### src/rtl/adc_scan_sequencer.sv
// -----------------------------------------------------------------------------
// adc_scan_sequencer
//
// Scan controller for the sensor front-end. On a start command it powers the
// PLL, walks the analog mux through a latched channel mask in ascending order,
// triggers one conversion per channel and reports each result with its channel
// tag. A completion pulse marks the end of every scan. In continuous mode the
// scan repeats after a programmable idle period.
//
// Ports
//   PCLK, PRESETn        clock, synchronous active-low reset
//   cfg_enable           enable; low aborts any activity
//   cfg_single           1 = one-shot scan, 0 = continuous
//   cfg_start            one-cycle start request
//   cfg_ch_mask          channels to convert (latched at scan start)
//   cfg_period           idle cycles between continuous scans
//   cfg_err_clr          clears err_timeout
//   pll_en / pll_locked  PLL power request / lock indication
//   amux_sel             analog mux channel select
//   adc_trigger          one-cycle conversion start
//   adc_done / adc_data  conversion complete strobe / result
//   res_valid/ch/data    registered result strobe, channel tag and value
//   busy                 sequencer not idle
//   scan_done_irq        one-cycle end-of-scan pulse
//   err_timeout          sticky PLL-lock or conversion timeout flag
// -----------------------------------------------------------------------------
module adc_scan_sequencer #(
    parameter int NUM_CH         = 8,
    parameter int CH_W           = 3,
    parameter int RES_W          = 12,
    parameter int TMR_W          = 16,
    parameter int SETTLE_CYCLES  = 4,
    parameter int TIMEOUT_CYCLES = 1024
) (
    input  logic              PCLK,
    input  logic              PRESETn,
    input  logic              cfg_enable,
    input  logic              cfg_single,
    input  logic              cfg_start,
    input  logic [NUM_CH-1:0] cfg_ch_mask,
    input  logic [TMR_W-1:0]  cfg_period,
    input  logic              cfg_err_clr,
    output logic              pll_en,
    input  logic              pll_locked,
    output logic [CH_W-1:0]   amux_sel,
    output logic              adc_trigger,
    input  logic              adc_done,
    input  logic [RES_W-1:0]  adc_data,
    output logic              res_valid,
    output logic [CH_W-1:0]   res_ch,
    output logic [RES_W-1:0]  res_data,
    output logic              busy,
    output logic              scan_done_irq,
    output logic              err_timeout
);

    // One counter serves both the settle wait and the timeout waits.
    localparam int CNT_MAX = (TIMEOUT_CYCLES > SETTLE_CYCLES) ? TIMEOUT_CYCLES : SETTLE_CYCLES;
    localparam int CNT_W   = $clog2(CNT_MAX + 1);

    localparam logic [CNT_W-1:0] SETTLE_LAST  = CNT_W'(SETTLE_CYCLES - 1);
    localparam logic [CNT_W-1:0] TIMEOUT_LAST = CNT_W'(TIMEOUT_CYCLES - 1);
    localparam logic [CNT_W-1:0] CNT_ONE      = {{(CNT_W-1){1'b0}}, 1'b1};
    localparam logic [TMR_W-1:0] TMR_ONE      = {{(TMR_W-1){1'b0}}, 1'b1};

    typedef enum logic [2:0] {
        ST_IDLE     = 3'd0,
        ST_PLL_WAIT = 3'd1,
        ST_SETTLE   = 3'd2,
        ST_TRIG     = 3'd3,
        ST_CONVERT  = 3'd4,
        ST_PERIOD   = 3'd5
    } state_t;

    state_t              state_r;
    logic [NUM_CH-1:0]   mask_r;
    logic [CNT_W-1:0]    cnt_r;
    logic [TMR_W-1:0]    tmr_r;
    logic                pll_en_r;
    logic [CH_W-1:0]     amux_sel_r;
    logic                adc_trigger_r;
    logic                res_valid_r;
    logic [CH_W-1:0]     res_ch_r;
    logic [RES_W-1:0]    res_data_r;
    logic                busy_r;
    logic                scan_done_irq_r;
    logic                err_timeout_r;

    logic [CH_W:0]       first_latched_s;
    logic [CH_W:0]       first_cfg_s;
    logic [CH_W:0]       next_latched_s;
    logic                period_done_s;
    logic                settle_done_s;
    logic                timeout_s;

    // Lowest set mask bit at or above 'start'. MSB of the result = found.
    function automatic logic [CH_W:0] find_set_bit(input logic [NUM_CH-1:0] mask,
                                                   input int start);
        logic [CH_W:0] hit;
        hit = {1'b0, {CH_W{1'b0}}};
        for (int i = 0; i < NUM_CH; i++) begin
            if ((hit[CH_W] == 1'b0) && (mask[i] == 1'b1) && (i >= start)) begin
                hit = {1'b1, CH_W'(i)};
            end else begin
                hit = hit;
            end
        end
        return hit;
    endfunction

    // Channel search results and counter terminal-count decodes
    always_comb begin
        first_latched_s = find_set_bit(mask_r, 32'sd0);
        first_cfg_s     = find_set_bit(cfg_ch_mask, 32'sd0);
        next_latched_s  = find_set_bit(mask_r, int'(amux_sel_r) + 32'sd1);
        // A period of 0 behaves like 1: restart on the cycle after entry.
        period_done_s   = (({1'b0, tmr_r} + {{TMR_W{1'b0}}, 1'b1}) >= {1'b0, cfg_period});
        settle_done_s   = (cnt_r == SETTLE_LAST);
        timeout_s       = (cnt_r == TIMEOUT_LAST);
    end

    // Scan state machine with all outputs registered
    always_ff @(posedge PCLK) begin
        if (!PRESETn) begin
            state_r         <= ST_IDLE;
            mask_r          <= {NUM_CH{1'b0}};
            cnt_r           <= {CNT_W{1'b0}};
            tmr_r           <= {TMR_W{1'b0}};
            pll_en_r        <= 1'b0;
            amux_sel_r      <= {CH_W{1'b0}};
            adc_trigger_r   <= 1'b0;
            res_valid_r     <= 1'b0;
            res_ch_r        <= {CH_W{1'b0}};
            res_data_r      <= {RES_W{1'b0}};
            busy_r          <= 1'b0;
            scan_done_irq_r <= 1'b0;
            err_timeout_r   <= 1'b0;
        end else begin
            adc_trigger_r   <= 1'b0;
            res_valid_r     <= 1'b0;
            scan_done_irq_r <= 1'b0;

            // A timeout set later in this block overrides the clear.
            if (cfg_err_clr) begin
                err_timeout_r <= 1'b0;
            end else begin
                err_timeout_r <= err_timeout_r;
            end

            if ((state_r != ST_IDLE) && !cfg_enable) begin
                // Abort: any result or irq pending this cycle is dropped.
                state_r  <= ST_IDLE;
                pll_en_r <= 1'b0;
                busy_r   <= 1'b0;
                cnt_r    <= {CNT_W{1'b0}};
                tmr_r    <= {TMR_W{1'b0}};
            end else begin
                case (state_r)
                    ST_IDLE: begin
                        if (cfg_start && cfg_enable && (|cfg_ch_mask)) begin
                            mask_r   <= cfg_ch_mask;
                            state_r  <= ST_PLL_WAIT;
                            pll_en_r <= 1'b1;
                            busy_r   <= 1'b1;
                            cnt_r    <= {CNT_W{1'b0}};
                        end else begin
                            state_r <= ST_IDLE;
                        end
                    end

                    ST_PLL_WAIT: begin
                        if (pll_locked) begin
                            amux_sel_r <= first_latched_s[CH_W-1:0];
                            state_r    <= ST_SETTLE;
                            cnt_r      <= {CNT_W{1'b0}};
                        end else if (timeout_s) begin
                            err_timeout_r <= 1'b1;
                            pll_en_r      <= 1'b0;
                            busy_r        <= 1'b0;
                            state_r       <= ST_IDLE;
                            cnt_r         <= {CNT_W{1'b0}};
                        end else begin
                            cnt_r <= cnt_r + CNT_ONE;
                        end
                    end

                    ST_SETTLE: begin
                        if (settle_done_s) begin
                            state_r       <= ST_TRIG;
                            adc_trigger_r <= 1'b1;
                            cnt_r         <= {CNT_W{1'b0}};
                        end else begin
                            cnt_r <= cnt_r + CNT_ONE;
                        end
                    end

                    ST_TRIG: begin
                        state_r <= ST_CONVERT;
                        cnt_r   <= {CNT_W{1'b0}};
                    end

                    ST_CONVERT: begin
                        // Done takes priority over a timeout expiring in the same cycle.
                        if (adc_done || timeout_s) begin
                            if (adc_done) begin
                                res_valid_r <= 1'b1;
                                res_ch_r    <= amux_sel_r;
                                res_data_r  <= adc_data;
                            end else begin
                                err_timeout_r <= 1'b1;
                            end
                            cnt_r <= {CNT_W{1'b0}};
                            if (next_latched_s[CH_W]) begin
                                amux_sel_r <= next_latched_s[CH_W-1:0];
                                state_r    <= ST_SETTLE;
                            end else begin
                                scan_done_irq_r <= 1'b1;
                                if (cfg_single) begin
                                    state_r  <= ST_IDLE;
                                    pll_en_r <= 1'b0;
                                    busy_r   <= 1'b0;
                                end else begin
                                    state_r <= ST_PERIOD;
                                    tmr_r   <= {TMR_W{1'b0}};
                                end
                            end
                        end else begin
                            cnt_r <= cnt_r + CNT_ONE;
                        end
                    end

                    ST_PERIOD: begin
                        if (period_done_s) begin
                            mask_r <= cfg_ch_mask;
                            tmr_r  <= {TMR_W{1'b0}};
                            if (first_cfg_s[CH_W]) begin
                                amux_sel_r <= first_cfg_s[CH_W-1:0];
                                state_r    <= ST_SETTLE;
                                cnt_r      <= {CNT_W{1'b0}};
                            end else begin
                                state_r  <= ST_IDLE;
                                pll_en_r <= 1'b0;
                                busy_r   <= 1'b0;
                            end
                        end else begin
                            tmr_r <= tmr_r + TMR_ONE;
                        end
                    end

                    default: begin
                        state_r  <= ST_IDLE;
                        pll_en_r <= 1'b0;
                        busy_r   <= 1'b0;
                        cnt_r    <= {CNT_W{1'b0}};
                        tmr_r    <= {TMR_W{1'b0}};
                    end
                endcase
            end
        end
    end

    assign pll_en        = pll_en_r;
    assign amux_sel      = amux_sel_r;
    assign adc_trigger   = adc_trigger_r;
    assign res_valid     = res_valid_r;
    assign res_ch        = res_ch_r;
    assign res_data      = res_data_r;
    assign busy          = busy_r;
    assign scan_done_irq = scan_done_irq_r;
    assign err_timeout   = err_timeout_r;

endmodule

### config.mk
export PLATFORM = sky130hd
export DESIGN_NAME = adc_scan_sequencer
export DESIGN_NICKNAME = d
export VERILOG_FILES = /design/src/rtl/adc_scan_sequencer.sv
export SDC_FILE = /design/constraint.sdc
export NUM_CORES = 1
export LEC_CHECK = 0
export ABC_CLOCK_PERIOD_IN_PS = 5400
export CORE_MARGIN = 2
export CORE_UTILIZATION = 58
export DETAILED_ROUTE_END_ITERATION = 16
export PLACE_DENSITY = 0.91
export SLEW_MARGIN = 20
export SYNTH_ARGS = -nofsm -noshare
export SYNTH_HDL_FRONTEND = slang
export SYNTH_SLANG_ARGS = --single-unit
### constraint.sdc
create_clock -name PCLK -period 5.4 [get_ports PCLK]
set_clock_uncertainty 0.1 [all_clocks]
set_input_delay 1.62 -clock PCLK [delete_from_list [all_inputs] [get_ports PCLK]]
set_output_delay 1.62 -clock PCLK [all_outputs]
set_load 0.01 [all_outputs]
# After elaboration in Yosys (flattened, before gate mapping)
# Index checks and enable logic that the tools add are counted.
[word_totals]
mem_bits_ro = 0
ff_bits = 61
wordCells = 200
n_memories = 0
in_bits = 44
ramBits = 0
latch_bits = 0
[op_classes]
eq_ne = 21
n_shift = 0
n_div = 0
order_cmp = 9
n_reduce_logical = 51
muxes = 75
addsub = 4
multipliers = 0
bitwise = 28
[op_table]
columns = ["op", "n"]
rows = [
  ["two-way mux 4 bit", 23],
  ["two-way mux 11 bit", 7],
  ["two-way mux 16 bit", 4],
  ["case mux 11 bit (5 select lines)", 1],
  ["case mux 16 bit (3 select lines)", 1],
  ["two-way mux 3 bit", 13],
  ["logical AND 1 bit", 32],
  ["inverter 1 bit", 28],
  ["!= test 2 bit, second input constant", 13],
  ["two-way mux 1 bit", 18],
  ["case mux 3 bit (6 select lines)", 1],
  ["adder 16 x 1 -> 17 bit, second input constant", 1],
  ["greater-or-equal comparator 17 x 16 -> 1 bit", 1],
  ["adder 16 x 1 -> 16 bit, second input constant", 1],
  ["greater-or-equal comparator 3 x 4 -> 1 bit, first input constant", 4],
  ["two-way mux 8 bit", 2],
  ["case mux 8 bit (2 select lines)", 1],
  ["AND reduction 4 bit", 4],
  ["adder 11 x 1 -> 11 bit, second input constant", 1],
  ["== test 11 x 10 -> 1 bit, second input constant", 1],
  ["== test 11 x 2 -> 1 bit, second input constant", 1],
  ["case mux 3 bit (3 select lines)", 1],
  ["AND reduction 9 bit", 1],
  ["greater-or-equal comparator 1 x 4 -> 1 bit, first input constant", 2],
  ["other kinds (20)", 26],
]

# Logic depth before layout (Yosys ltp)
# Gate-level depths: netlist of run 1.
[logic_depth]
ltp_word = 35
mapped_depth = 14
ltp_nobuf = 13

# Worst setup path after synthesis of run 1
# No wires, ideal clock.
[synth_path]
kind = "input to register"
from = "input port cfg_period[15]"
to = "register tmr_r[6]"
n_path_buf = 1
slack_ps = 1755
setup_time_ps = 122
path_stages = 9
t_arrival_ps = 3423
required_time_ps = 5178
path_cell_list = "inv_1 ha_1 nand3_1 or3_1 nor3_2 a211oi_2 and2_4 buf_6 a221o_1"
[synth_via]
elab_chain_len = 3
[synth_lines]
columns = ["element", "line_no", "text"]
rows = [
  ["start: declaration", "41", "input logic [TMR_W-1:0] cfg_period,"],
  ["greater-or-equal comparator 17 x 16 -> 1 bit", "117", "period_done_s = (({1'b0, tmr_r} + {{TMR_W{1'b0}}, 1'b1}) >= {1'b0, cfg_period});"],
  ["two-way mux 16 bit", "233", "if (period_done_s) begin"],
  ["case mux 16 bit (3 select lines)", "158", "case (state_r)"],
  ["end signal: assignment", "128", "tmr_r <= {TMR_W{1'b0}};"],
  ["end signal: assignment", "156", "tmr_r <= {TMR_W{1'b0}};"],
  ["end signal: assignment", "235", "tmr_r <= {TMR_W{1'b0}};"],
  ["end: declaration", "78", "logic [TMR_W-1:0] tmr_r;"],
]
# No other way between the ends.
# A chain may end at the register's enable or synchronous reset.

# Worst setup path after layout of run 1
[layout_path]
from = "register tmr_r[0]"
to = "register mask_r[4]"
[layout_via]
elab_chain_len = 4
[layout_lines]
columns = ["element", "line_no", "text"]
rows = [
  ["start signal: assignment", "128", ""],
  ["start signal: assignment", "156", ""],
  ["start signal: assignment", "224", "tmr_r <= {TMR_W{1'b0}};"],
  ["adder 16 x 1 -> 17 bit", "117", ""],
  ["greater-or-equal comparator 17 x 16 -> 1 bit", "117", ""],
  ["!= test 2 bit (no line)", "--", ""],
  ["AND reduction 4 bit (no line)", "--", ""],
  ["end signal: assignment", "126", "mask_r <= {NUM_CH{1'b0}};"],
  ["end signal: assignment", "161", "mask_r <= cfg_ch_mask;"],
  ["end signal: assignment", "234", "mask_r <= cfg_ch_mask;"],
  ["end: declaration", "76", "logic [NUM_CH-1:0] mask_r;"],
]
# No other way between the ends.

==> flow_summary.rst, run 1 <==
.. list-table::
   :header-rows: 1

   * - Metric
     - Value
   * - Most used flip-flop cell after synthesis
     - dfxtp_1
   * - Number of vias per cell after detailed routing
     - 6.15
   * - Leakage power total
     - 1.87 nW
   * - Die outline height
     - 87.4 um
   * - Number of global-route vias before repair
     - 3,714
   * - Final Max Slew Viols
     - 0
   * - Max Fclk
     - 253 MHz
   * - Area of the multi-input gates
     - 2560 um2
   * - Count of flip-flops with a built-in enable after synthesis
     - 0
   * - Initial standard-cell utilization of the core
     - 59.7%
   * - Placeable core region
     - 6760 um2
   * - TritonCTS buffer count
     - 9
   * - Net count of the mapped netlist
     - 571
   * - Critical Path Source Type
     - flip-flop
   * - Clock root cell
     - clkbuf_8
   * - RSZ-0062 raised after global routing
     - no
   * - Final worst slack
     - 1450 ps
   * - Top-level port count
     - 68
   * - X dimension of the die
     - 87.4 um
   * - CP Buf/Inv Count
     - 0
   * - Run status
     - complete, no violations
   * - Count of state elements after synthesis
     - 61
   * - Cell at the slowest stage of the critical path
     - dfxtp_1
   * - Layout cell share with drive strength beyond 1
     - 7.77%
   * - Detailed Route WL
     - 9990 um
   * - Worst slack at placement
     - 1170 ps
   * - Data arrival, critical path
     - 4120 ps
   * - 1st-pass router iterations
     - 4
   * - Leading post-synthesis cells by cell area
     - dfxtp_1 (30%), nand2_1 (7.8%), ha_1 (6.8%), o21ai_0 (3.4%), a21oi_1 (3.0%)
   * - Quantity of gates resized following cts
     - 0
   * - Residual overflow from global routing
     - 0
   * - Final period util
     - 73.2%
   * - Std cell rows
     - 30
   * - Maximum number of buffers from clock root to sink
     - 2
   * - Clock transition at the registers of the reported paths
     - 70 ps
   * - Final Net Count
     - 627
   * - Sequential fraction of the synthesis area
     - 30.3%
   * - Total track usage
     - 26.7%
   * - Post-synth top area share
     - 30.3%
   * - H-tree depth reported by CTS
     - 3
   * - Worst VDD drop
     - 146 uV
   * - Cell repeated most along the worst path
     - ha_1
   * - Worst min-delay path category
     - reg -> reg
   * - Post-DP HPWL
     - 7160 um
   * - Antenna violations before repair
     - 0
   * - Worst Tran Pin Value
     - 726 ps
   * - Power per Cell Area
     - 229 nW/um2
   * - CP Capture Type
     - flip-flop
   * - Accumulated negative setup slack
     - 0 ps
   * - Number of maximum-capacitance constraint violations
     - 0
   * - Routed len/inst
     - 15.5 um
   * - Library cell occupying the most area in the post-synthesis netlist
     - dfxtp_1
   * - Hold Vio Cnt, Final
     - 0
   * - Worst slew margin relative to its limit
     - 51.1%
   * - Area growth from synthesis to final layout
     - 22.2%
   * - Diode insertion count for antenna repair
     - 0
   * - Average footprint of a synthesized cell
     - 7.99 um2
   * - Kind of cell adding the most delay to the critical path
     - simple AND/OR/NAND/NOR gates
   * - Drt drc
     - 0
   * - DIE AREA
     - 7640 um2
   * - PortBufs
     - 67
   * - Number of buffers added for setup after CTS
     - 0
   * - List of cells traversed by the critical path
     - ha_1 > nand3_2 > nor3_1 > and3_1 > nor2b_1 > or2_2 > ha_1 > nand3_1 > or3_1 > nor3_2 > a21oi_2 > a21oi_4 > mux2i_1
   * - Area of the mapped netlist
     - 4030 um2
   * - Final critical path time including I/O delays and setup
     - 3950 ps
   * - Largest net degree at the start of global routing
     - 43
   * - Placed insts
     - 630
   * - Final setup violation count
     - 0
   * - Post-route antenna net violation count
     - 0
   * - Clock insertion delay at the later pin of the skew report
     - 340 ps
   * - Async SR Flop Fraction
     - 0%
   * - WS Path Type
     - reg -> reg
   * - Global-route wire length before repair
     - 16,500 um
   * - Synth Instances
     - 505
   * - Count of synthesis-stage warnings from yosys
     - 0
   * - Yosys cell types
     - 71
   * - Number of clock sinks seen by CTS
     - 61
   * - Count of hold buffers inserted by post-cts repair
     - 0
   * - GPL Wtd Cong
     - 0.890
   * - Count of routing violations after the opening detailed-route iteration
     - 266
   * - Sequential cell area in the final layout
     - 1220 um2
   * - Maximum cell stage delay along the critical path
     - 430 ps
   * - Final Hold Slack
     - 364 ps
   * - Worst-path maximum fanout
     - 8
   * - Worst path required time
     - 5570 ps
   * - Layout filler cell count
     - 500
   * - CTS tree
     - done
   * - Number of standard cells in the layout, taps in and fillers out
     - 646
   * - Routed vias
     - 3,976
-- layout make-up --
type / instances / share of cell area [%]
Clock buffer: 12 / 2.94
Clock inverter: 4 / 1.93
Inverter: 27 / 2.06
Multi-Input combinational cell: 390 / 51.9
Sequential cell: 61 / 24.8
Tap cell: 80 / 2.03
Timing Repair Buffer: 72 / 14.4
-- flip-flops by register name, summed over array words and instances (netlist names) --
signal	flops
res_valid	1
amux_sel	3
cnt_r	11
res_data	12
scan_done_irq	1
state_r	3
res_ch	3
mask_r	8
err_timeout	1
busy	1
adc_trigger	1
tmr_r	16
-- worst paths after layout --
check / start / to / slack [ps] / depth (start not counted)
max: tmr_r[0] / mask_r[4] / 1450 / 13
min: res_ch[1] / res_ch[1] / 360 / 2
max reg2reg: tmr_r[0] / mask_r[4] / 1450 / 13
min reg2reg: res_ch[1] / res_ch[1] / 360 / 2
-- metrics by stage --
step	power, W	util (%)	instance area [um2]
3_3_place_gp	0.000632	69.4	4690
5_1_grt	0.00117	73.0	4930
3_5_place_dp	0.000637	69.4	4690
4_1_cts	0.00113	73.0	4930
2_1_floorplan	0.000578	-	4030
6_report	0.00113	73.0	4930
-- where the power goes --
group	internal, W	switching [W]	leakage [nW]
combinational	0.0000760	0.0000809	1.26
sequential	0.000458	0.0000144	0.493
clock	0.000319	0.000181	0.121
-- per-layer routing --
metal,routed length [um],up-vias,GRT usage [%]
met5,0,-,0
li1,-,1937,-
met2,4880,151,44.1
met1,4260,1863,34.4
met3,623,25,4.83
met4,222,0,10.5
-- cell usage after synthesis (4+ instances only) --
library cell  instances
and3_1                9
nand4_1               9
xnor2_1              10
o31ai_1               4
ha_1                 22
nand2_1              84
nand3_1              22
a21oi_1              24
o211ai_1              6
nand2b_1              6
nor2_1               25
inv_1                27
buf_2                 7
mux2i_1              11
a21o_1                4
a21boi_0             15
a211oi_1              7
clkbuf_1             14
a22o_1                4
nor2b_1               9
a31oi_1               7
or2_2                 4
and2_1                5
o21ai_0              27
a22o_2                5
dfxtp_1              61
buf_6                 5
nor4_1                6
-- logic make-up after synthesis --
family                     Yosys count  share of synthesized area (%)
adders and majority gates           22                           6.83
xor gates and xnor gates            13                           2.82
and+or+nand+nor                    207                           26.7
buffers and inverters               54                           6.27
DFF                                 61                           30.3
AOI/OAI and AO/OA                  137                           24.4
muxes                               11                           2.73
-- worst min-delay path: stages (launching register included) --
cell and delay, ps:
dfxtp_1 310, nand2_1 60, a21boi_1 60
-- placed cells by master (no fill, tap or decap), types with 6 or more instances in the layout --
| master | instances |
|---|---|
| inv_1 | 27 |
| clkdlybuf4s50_1 | 67 |
| a31oi_1 | 7 |
| dfxtp_1 | 61 |
| o211ai_1 | 6 |
| nand4_1 | 9 |
| and3_1 | 9 |
| a21boi_0 | 15 |
| nor2_1 | 25 |
| a21oi_1 | 24 |
| mux2i_1 | 11 |
| a211oi_1 | 7 |
| nand2_1 | 84 |
| o21ai_0 | 27 |
| xnor2_1 | 10 |
| nand2b_1 | 6 |
| ha_1 | 22 |
| nor4_1 | 6 |
| nor2b_1 | 9 |
| clkbuf_8 | 10 |
| nand3_1 | 22 |
Power figures use the tool's default switching activity.
==> run 2: changes to the inputs <==
--- a/config.mk
+++ b/config.mk
@@ -5,11 +5,11 @@
 export SDC_FILE = /design/constraint.sdc
 export NUM_CORES = 1
 export LEC_CHECK = 0
-export ABC_CLOCK_PERIOD_IN_PS = 5400
+export ABC_CLOCK_PERIOD_IN_PS = 3850
 export CORE_MARGIN = 2
-export CORE_UTILIZATION = 58
+export CORE_UTILIZATION = 54
 export DETAILED_ROUTE_END_ITERATION = 16
-export PLACE_DENSITY = 0.91
+export PLACE_DENSITY = 0.86
 export SLEW_MARGIN = 20
 export SYNTH_ARGS = -nofsm -noshare
 export SYNTH_HDL_FRONTEND = slang
==> constraint.sdc (replaced) <==
create_clock -name PCLK -period 3.85 [get_ports PCLK]
set_clock_uncertainty 0.1 [all_clocks]
set_input_delay 1.155 -clock PCLK [delete_from_list [all_inputs] [get_ports PCLK]]
set_output_delay 1.155 -clock PCLK [all_outputs]
set_load 0.01 [all_outputs]
==> flow_summary.rst, run 2 (synthesis results as in run 1) <==
.. list-table::
   :header-rows: 1

   * - Metric
     - Value
   * - Start of the worst register-to-register path
     - tmr_r[1]
   * - Fraction of power consumed by the clock network
     - 41.5% (-2.8 points)
   * - Run status
     - complete, no violations
   * - Final Hold Slack
     - 361 ps (-2.66 ps)
   * - Area growth from synthesis to final layout
     - 24.0%
   * - Placeable core region
     - 7250 um2 (+7.4%)
   * - Drt drc
     - 0 (unchanged)
   * - Hold Vio Cnt, Final
     - 0 (unchanged)
   * - Worst reg2reg endpoint
     - tmr_r[6]
   * - Die outline height
     - 90.4 um (+3.5%)
   * - WS Path Type
     - reg -> reg
   * - Depth of the most critical reg-to-reg path
     - 13 (unchanged)
   * - Switching fraction of total power
     - 26.1% (+1.6 points)
   * - X dimension of the die
     - 90.4 um (+3.5%)
   * - Clock root cell
     - clkbuf_8
   * - Detailed Route WL
     - 10,200 um (+1.7%)
   * - Worst-path maximum fanout
     - 9 (+1)
   * - Final instance area
     - 5000 um2 (+1.4%)
   * - Worst slack at placement
     - 10.3 ps (-1160 ps)
   * - Clock insertion delay at the later pin of the skew report
     - 340 ps (about the same)
   * - Global-route wire length before repair
     - 17,100 um (+3.9%)
   * - Max Fclk
     - 282 MHz (+11%)
   * - TritonCTS buffer count
     - 9 (unchanged)
   * - Diode insertion count for antenna repair
     - 0 (unchanged)
   * - RSZ-0062 raised after global routing
     - no
   * - Largest Register
     - tmr_r
   * - Final critical path time including I/O delays and setup
     - 3550 ps (-401 ps)
   * - Flip-flop count of the largest register, all copies and words added
     - 16 (unchanged)
   * - Top-level port count
     - 68 (unchanged)
   * - Routed len/inst
     - 15.1 um (-2.0%)
   * - Critical Path Source Type
     - flip-flop
   * - Clock transition at the registers of the reported paths
     - 70 ps (about the same)
   * - Residual overflow from global routing
     - 0 (unchanged)
   * - CP Capture Type
     - flip-flop
   * - Final period util
     - 92.2% (+19 points)
   * - Endpoint with the worst hold slack
     - res_data[1]
   * - Antenna violations before repair
     - 0 (unchanged)
   * - Std cell rows
     - 31 (+3.3%)
   * - Total track usage
     - 25.2% (-1.5 points)
   * - Worst min-delay path category
     - reg -> reg
   * - Leakage power total
     - 1.91 nW (+1.7%)
   * - Instance area at placement
     - 4750 um2 (+1.3%)
   * - Layout filler cell count
     - 596 (+19%)
   * - Post-route antenna net violation count
     - 0 (unchanged)
   * - Number of clock sinks seen by CTS
     - 61 (unchanged)
   * - Final Max Slew Viols
     - 0 (unchanged)
   * - 1st-pass router iterations
     - 4 (unchanged)
   * - Number of maximum-capacitance constraint violations
     - 0 (unchanged)
   * - Final Net Count
     - 633 (+0.96%)
   * - GPL Wtd Cong
     - 0.922 (+3.5%)
   * - Count of routing violations after the opening detailed-route iteration
     - 270 (+1.5%)
   * - Final setup violation count
     - 0 (unchanged)
   * - Worst Tran Pin Value
     - 644 ps (-81.5 ps)
   * - Worst Hold Launch
     - res_data[1]
   * - PortBufs
     - 67 (unchanged)
   * - Largest net degree at the start of global routing
     - 42 (-2.3%)
   * - Number of global-route vias before repair
     - 3,746 (+0.86%)
   * - Final worst slack
     - 301 ps (-1150 ps)
   * - Worst hold path stage count
     - 2 (unchanged)
   * - Worst slew margin relative to its limit
     - 56.6% (+5.5 points)
   * - Initial standard-cell utilization of the core
     - 55.6% (-4.1 points)
   * - Maximum number of buffers from clock root to sink
     - 2 (unchanged)
   * - Accumulated negative setup slack
     - 0 ps (unchanged)
   * - Internal reg-to-reg setup slack
     - 300 ps (-1150 ps)
   * - H-tree depth reported by CTS
     - 3 (unchanged)
   * - Post-DP HPWL
     - 7500 um (+4.8%)
   * - CTS tree
     - done
   * - Sw Pwr
     - 0.000399 W (+44%)
   * - Sequential fraction of design power
     - 43.4% (+1.6 points)
   * - Most frequent standard cell in the layout excluding fill and tap cells
     - nand2_1
   * - Routed vias
     - 3,981 (+0.13%)
   * - Layout cell share with drive strength beyond 1
     - 9.28% (+1.5 points)
   * - Number of vias per cell after detailed routing
     - 5.94 (-3.5%)
   * - Power per Cell Area
     - 306 nW/um2 (+33%)
   * - Data arrival, critical path
     - 3680 ps (-440 ps)
   * - Leading cell types in the layout, fill and taps excluded
     - nand2_1 (84), clkdlybuf4s50_1 (67), dfxtp_1 (61), inv_1 (27), o21ai_0 (27)
   * - Portion of total power attributed to combinational logic
     - 15.1% (+1.2 points)
   * - Power Internal
     - 0.00113 W (+32%)
   * - DIE AREA
     - 8170 um2 (+7.1%)
   * - Worst VDD drop
     - 204 uV (+40%)
   * - Worst path required time
     - 3980 ps (-1590 ps)
[run 2: worst max path at each step]
stage,depth (start not counted),start,endpoint,slack [ps]
after floorplan,14,tmr_r[0],tmr_r[6],360
after global placement,9,cfg_period[15],mask_r[4],150
after detailed placement,9,cfg_period[15],mask_r[5],10
after CTS,13,tmr_r[1],mask_r[5],70
after global routing,14,tmr_r[1],cnt_r[5],60
final,13,tmr_r[1],tmr_r[6],300
[run 2: layout make-up]
type                       count  area, um2  area share (%)
sequential                    61       1220            24.4
tap                           99        124            2.48
inverter                      27        101            2.03
multi-input combinational    390       2570            51.5
clock inverter                 5       75.1            1.50
timing repair buffer          78        766            15.3
clock buffer                  10        138            2.75
[run 2: timing repair]
action | 4_1_cts | 5_1_grt
gates resized for setup | 0 | 4
endpoints found under the setup margin | 0 | 36
setup buffers | 0 | 1
hold buffers | 0 | 0
[run 2: critical path, cell delays in order (launching register included)]
cell and delay, ps:
dfxtp_1 370, ha_1 250, nand3_2 130, nor3_2 230, and3_1 210, nor2b_1 60, or2_2 300, ha_1 300
nand3_1 90, or3_1 460, nor3_4 230, a211oi_2 160, and2_4 250, a221o_1 290
[run 2: per-layer routing]
layer | up-vias | part of all wire [%] | track usage, %
met1 | 1862 | 45 | 32.8
met4 | 0 | 1.7 | 7.95
li1 | 1950 | - | -
met3 | 18 | 6.5 | 6.01
met5 | - | 0 | 0
met2 | 151 | 47 | 41.4
[run 2: power groups by stage]
stage,combinational [W],sequential (W),clock (W)
finish,0.000231,0.000663,0.000635
global route,0.000253,0.000665,0.000675
CTS,0.000224,0.000662,0.000642
detailed placement,0.000222,0.000676,0
global placement,0.000217,0.000675,0
floorplan,0.000142,0.000668,0
[run 2: per-stage QoR]
stage / power, W / util [%] / cells
floorplan: 0.000811 / - / 505
global placement: 0.000893 / 65.5 / 654
detailed placement: 0.000899 / 65.5 / 654
CTS: 0.00153 / 68.4 / 669
global route: 0.00159 / 68.9 / 670
finish: 0.00153 / 68.9 / 670
